===== src/rtl/arith_pkg.sv =====
// rtl/arith_pkg.sv - shared types and limits for the serial arithmetic cells
package arith_pkg;

  typedef enum logic [1:0] {
    IDLE  = 2'd0,
    SHIFT = 2'd1,
    DONE  = 2'd2
  } sub_state_t;

  localparam int MAX_SERIAL_WIDTH = 32;

endpackage


===== src/rtl/full_sub.sv =====
// rtl/full_sub.sv - combinational one-bit full subtractor (x - y - bin)
module full_sub (
  input  logic x,
  input  logic y,
  input  logic bin,
  output logic d,
  output logic bout
);

  assign d    = x ^ y ^ bin;
  assign bout = (~x & y) | (~(x ^ y) & bin);

endmodule


===== src/rtl/serial_subtractor.sv =====
// rtl/serial_subtractor.sv - bit-serial LSB-first subtractor with start/done handshake
module serial_subtractor
  import arith_pkg::*;
#(
  parameter  int WIDTH = 8,
  localparam int CNT_W = $clog2(WIDTH + 1)
) (
  input  logic             clk,
  input  logic             rst,
  input  logic             start,
  input  logic [WIDTH-1:0] a,
  input  logic [WIDTH-1:0] b,
  output logic             busy,
  output logic             done,
  output logic [WIDTH-1:0] diff,
  output logic             borrow_out
);

  sub_state_t       r_state;
  sub_state_t       w_next_state;

  logic [WIDTH-1:0] r_sa;
  logic [WIDTH-1:0] r_sb;
  logic [WIDTH-1:0] r_res;
  logic [WIDTH-1:0] r_diff;
  logic [CNT_W-1:0] r_cnt;
  logic             r_br;
  logic             r_borrow_out;
  logic             r_done;

  logic             w_d;
  logic             w_bout;
  logic             w_load;
  logic             w_shift;
  logic             w_last;
  logic [WIDTH-1:0] w_res_next;

  full_sub u_full_sub (
    .x    (r_sa[0]),
    .y    (r_sb[0]),
    .bin  (r_br),
    .d    (w_d),
    .bout (w_bout)
  );

  always_ff @(posedge clk or posedge rst) begin
    if (rst) begin
      r_state <= IDLE;
    end else begin
      r_state <= w_next_state;
    end
  end

  always_comb begin
    w_next_state = r_state;
    case (r_state)
      IDLE:    if (start) w_next_state = SHIFT;
      SHIFT:   if (r_cnt == CNT_W'(WIDTH - 1)) w_next_state = DONE;
      DONE:    w_next_state = IDLE;
      default: w_next_state = IDLE;
    endcase
  end

  always_comb begin
    w_load  = (r_state == IDLE) && start;
    w_shift = (r_state == SHIFT);
    w_last  = w_shift && (r_cnt == CNT_W'(WIDTH - 1));
    busy    = (r_state == SHIFT);
  end

  // New difference bit enters at the MSB so the LSB-first stream lands in place after WIDTH shifts.
  always_comb begin
    w_res_next            = r_res >> 1;
    w_res_next[WIDTH-1]   = w_d;
  end

  always_ff @(posedge clk or posedge rst) begin
    if (rst) begin
      r_sa         <= '0;
      r_sb         <= '0;
      r_res        <= '0;
      r_diff       <= '0;
      r_cnt        <= '0;
      r_br         <= 1'b0;
      r_borrow_out <= 1'b0;
      r_done       <= 1'b0;
    end else begin
      r_done <= w_last;
      if (w_load) begin
        r_sa  <= a;
        r_sb  <= b;
        r_res <= '0;
        r_br  <= 1'b0;
        r_cnt <= '0;
      end else if (w_shift) begin
        r_sa  <= r_sa >> 1;
        r_sb  <= r_sb >> 1;
        r_res <= w_res_next;
        r_br  <= w_bout;
        r_cnt <= r_cnt + CNT_W'(1);
      end
      if (w_last) begin
        r_diff       <= w_res_next;
        r_borrow_out <= w_bout;
      end
    end
  end

  assign done       = r_done;
  assign diff       = r_diff;
  assign borrow_out = r_borrow_out;

endmodule

===== config.mk =====
export PLATFORM = sky130hd
export DESIGN_NAME = serial_subtractor
export DESIGN_NICKNAME = d
export VERILOG_FILES = /design/src/rtl/arith_pkg.sv /design/src/rtl/full_sub.sv /design/src/rtl/serial_subtractor.sv
export SDC_FILE = /design/constraint.sdc
export NUM_CORES = 1
export LEC_CHECK = 0
export BUFFER_PORTS_ARGS = -buffer_cell sky130_fd_sc_hd__clkbuf_2
export CELL_PAD_IN_SITES_DETAIL_PLACEMENT = 0
export CELL_PAD_IN_SITES_GLOBAL_PLACEMENT = 1
export CORE_MARGIN = 5
export CORE_UTILIZATION = 25
export DETAILED_ROUTE_END_ITERATION = 10
export GPL_ROUTABILITY_DRIVEN = 0
export HOLD_SLACK_MARGIN = 0.1
export PLACE_DENSITY = 0.56
export SYNTH_ARGS = -nofsm -noshare
export SYNTH_HDL_FRONTEND = slang
export SYNTH_HIERARCHICAL = 1
export SYNTH_SLANG_ARGS = --single-unit
export TNS_END_PERCENT = 5

===== constraint.sdc =====
create_clock -name clk -period 4.3 [get_ports clk]
set_clock_uncertainty 0.2 [all_clocks]
set_input_delay 0.43 -clock clk [delete_from_list [all_inputs] [get_ports clk]]
set_output_delay 0.43 -clock clk [all_outputs]
set_load 0.01 [all_outputs]

==> impl_metrics.prom <==
# TYPE chip_impl_metric gauge
chip_impl_metric{name="timing.final.max_slew_violations",unit=""} 0
chip_impl_metric{name="core_area",unit="um2"} 6790
chip_impl_metric{name="global_route_usage_over_all_layers",unit="%"} 8.71
chip_impl_metric{name="synthesis.area",unit="um2"} 1750
chip_impl_metric{name="worst_slew_margin_rel",unit="%"} 39.6
chip_impl_metric{name="synth-edff-count",unit=""} 0
chip_impl_metric{name="netlist.area_leader.share",unit="%"} 57.1
chip_impl_info{name="critical_path.endpoint_type",value="output pin"} 1
chip_impl_metric{name="first_global_vias",unit=""} 1230
chip_impl_metric{name="critical_path_peak_fanout",unit=""} 21
chip_impl_info{name="synth_top_area_cell",value="dfrtp_1"} 1
chip_impl_metric{name="grt_pass1_wl",unit="mm"} 6.01
chip_impl_metric{name="syn-instance-count",unit=""} 136
chip_impl_metric{name="power.leakage",unit="nW"} 0.952
chip_impl_metric{name="syn_avg_cell_area",unit="um2"} 12.9
chip_impl_metric{name="die_y",unit="um"} 93.7
chip_impl_metric{name="layoutNonFillerInstCount",unit=""} 263
chip_impl_metric{name="fin_nets",unit=""} 187
chip_impl_metric{name="cp_data_arrival_time",unit="ns"} 1.82
chip_impl_metric{name="largest_voltage_drop_on_the_vdd_net",unit="uV"} 200
chip_impl_metric{name="cts.sinks",unit=""} 40
chip_impl_info{name="outcome",value="completed"} 1
chip_impl_metric{name="die_w",unit="um"} 93.7
chip_impl_metric{name="finalHoldViolations",unit=""} 0
chip_impl_metric{name="maxCapViolations",unit=""} 0
chip_impl_metric{name="floorplan.initialDensity",unit="%"} 25.8
chip_impl_info{name="synth.most_common_cell",value="dfrtp_1"} 1
chip_impl_metric{name="cts_post_setup_buffers_inserted",unit=""} 0
chip_impl_info{name="synthTopCellsByCount",value="dfrtp_1 (40), a22oi_1 (14), nand2_1 (14), o21ai_0 (12)"} 1
chip_impl_metric{name="power-per-cell-area",unit="nW/um2"} 686
chip_impl_metric{name="timing.setup.tns",unit="ns"} 0
chip_impl_metric{name="path_clk_slew",unit="ns"} 0.08
chip_impl_metric{name="via_per_inst",unit=""} 4.37
chip_impl_metric{name="cts.path.max_buffers",unit=""} 2
chip_impl_metric{name="wirelength",unit="mm"} 3.47
chip_impl_metric{name="grt_remaining_overflow",unit=""} 0
chip_impl_metric{name="yosys_register_bits",unit=""} 40
chip_impl_info{name="setup_repair_after_global_routing_missed_its_margin",value="false"} 1
chip_impl_metric{name="numPlacedInstances",unit=""} 254
chip_impl_info{name="timing.setup.critical_path_class",value="reg -> out"} 1
chip_impl_metric{name="asyncSetResetFlopFracSynth",unit="%"} 100
chip_impl_metric{name="cts-buffers-inserted",unit=""} 5
chip_impl_metric{name="antenna_found_initial",unit=""} 0
chip_impl_metric{name="clock_latency",unit="ns"} 0.29
chip_impl_metric{name="final_layout_size_suffix_gt1_share",unit="%"} 35.9
chip_impl_metric{name="antenna_cells_inserted",unit=""} 0
chip_impl_info{name="clockRootBuffer",value="clkbuf_8"} 1
chip_impl_metric{name="floorplan_row_count",unit=""} 30
chip_impl_metric{name="1st_iter_drt_viols",unit=""} 25
chip_impl_metric{name="holdBufCountCts",unit=""} 1
chip_impl_metric{name="clock_tree.htree_level_count",unit=""} 2
chip_impl_info{name="tritoncts",value="done"} 1
chip_impl_metric{name="dp_hpwl",unit="mm"} 2.32
chip_impl_metric{name="final-setup-viol-count",unit=""} 0
chip_impl_metric{name="minimum_period_implied_by_the_final_worst_setup_slack",unit="ns"} 2.45
chip_impl_metric{name="port-buffer-count",unit=""} 29
chip_impl_info{name="synth_area_leaders",value="dfrtp_1 (57%), a22oi_1 (6.0%), mux2_2 (5.1%)"} 1
chip_impl_metric{name="yosysSeqAreaShare",unit="%"} 57.1
chip_impl_info{name="hp-class",value="in -> reg"} 1
chip_impl_metric{name="vias",unit=""} 1149
chip_impl_info{name="startpoint_type",value="flip-flop"} 1
chip_impl_metric{name="worst-slew-pin-transition",unit="ns"} 0.906
chip_impl_metric{name="post_detailed_route_drc_marker_count",unit=""} 0
chip_impl_metric{name="ant_nets",unit=""} 0
chip_impl_metric{name="synth.yosys.warnings",unit=""} 6
chip_impl_metric{name="boundary_pin_count",unit=""} 30
chip_impl_info{name="postSynth.topFlopCell",value="dfrtp_1"} 1
chip_impl_metric{name="die-area",unit="um2"} 8780
chip_impl_metric{name="wl_per_cell",unit="um"} 13.2
chip_impl_metric{name="synthesis.nets",unit=""} 157
chip_impl_metric{name="grt_max_degree",unit=""} 41
chip_impl_metric{name="min_period_over_period",unit="%"} 57.0
chip_impl_metric{name="upper_clock_frequency_limit",unit="MHz"} 408
chip_impl_metric{name="timing.critical_path.required",unit="ns"} 3.67
chip_impl_metric{name="drt_first_pass_iters",unit=""} 4
chip_impl_metric{name="number_of_different_library_cells_in_the_post_synthesis_netlist",unit=""} 30
chip_impl_metric{name="post_cts_resized",unit=""} 0
chip_impl_metric{name="flow.area_growth_from_synthesis",unit="%"} 17.1
where the power goes:
part	internal, W	switching, W	total (W)
logic	0.000254	0.000224	0.000478
registers	0.000530	0.000144	0.000674
clock network	0.000128	0.000129	0.000257
total	0.000912	0.000497	0.00141
logic make-up (layout without fill, tap and decap cells):
logic type,after synthesis,in the layout,synth area share [%]
AOI/OAI and AO/OA,45,45,19.8
DFF,40,40,57.1
and+or+nand+nor,24,24,8.64
buffers and inverters,14,45,5.57
muxes,11,11,7.00
adders and majority gates,2,2,1.86
final timing paths:
path                              end  depth (start not counted)  slack (ns)        from
min reg2reg                   r_sb[2]                          2        0.28     r_sb[2]
max in group asynchronous     diff[7]                          4        2.95         rst
max reg2reg                r_state[0]                          2        2.32  r_state[1]
max                              busy                          2        1.85  r_state[0]
min in group asynchronous     diff[6]                          4        0.59         rst
min                           r_sb[7]                          2        0.16        b[7]
cell usage in the layout (no fill, tap or decap), types with 2 or more instances in the layout:
cell	count
dfrtp_1	40
clkbuf_2	29
a22oi_1	14
nand2_1	14
o21ai_0	12
a22o_2	8
mux2_2	8
inv_1	6
clkbuf_8	6
a22o_1	4
mux2_1	2
and2b_1	2
a2bb2oi_1	2
o21ai_2	2
clkinv_2	2
area by class of cell:
type                            instances  area [um2]
Fill cell                             701        4740
Timing Repair Buffer                   31         163
Clock buffer                            6        82.6
Clock inverter                          2        10.0
Sequential cell                        40        1000
Tap cell                               96         120
Inverter                                6        22.5
Multi-Input combinational cell         82         653
metrics by stage:
step                hold slack (ns)  util, %  power, W  worst slack, ns  cell area (um2)
detailed placement            0.270     28.7   0.00117             2.15             1950
finish                        0.157     30.2   0.00141             1.85             2050
global route                  0.159     30.2   0.00152             1.75             2050
floorplan                     0.249        -   0.00106             2.72             1750
global placement              0.266     28.7   0.00115             2.16             1950
CTS                           0.147     30.2   0.00144             1.82             2050
sequential cells by signal, summed over array words and instances (netlist names):
register,flops
r_sb,8
done,1
r_res,7
diff,8
r_br,1
borrow_out,1
r_state,2
r_sa,8
r_cnt,4
per-layer routing:
metal	vias up	wire, um	track usage [%]	share of wire [%]
met3	5	223	3.37	6.4
met2	31	1500	13.0	43
li1	553	-	-	-
met4	0	36	3.25	1.0
met1	560	1710	11.4	49
met5	-	0	0	0
critical path, stage by stage (launching register included):
cell      delay [ns]
dfrtp_1         0.85
nor2b_4         0.47
clkbuf_2        0.21
Power figures use the tool's default switching activity.
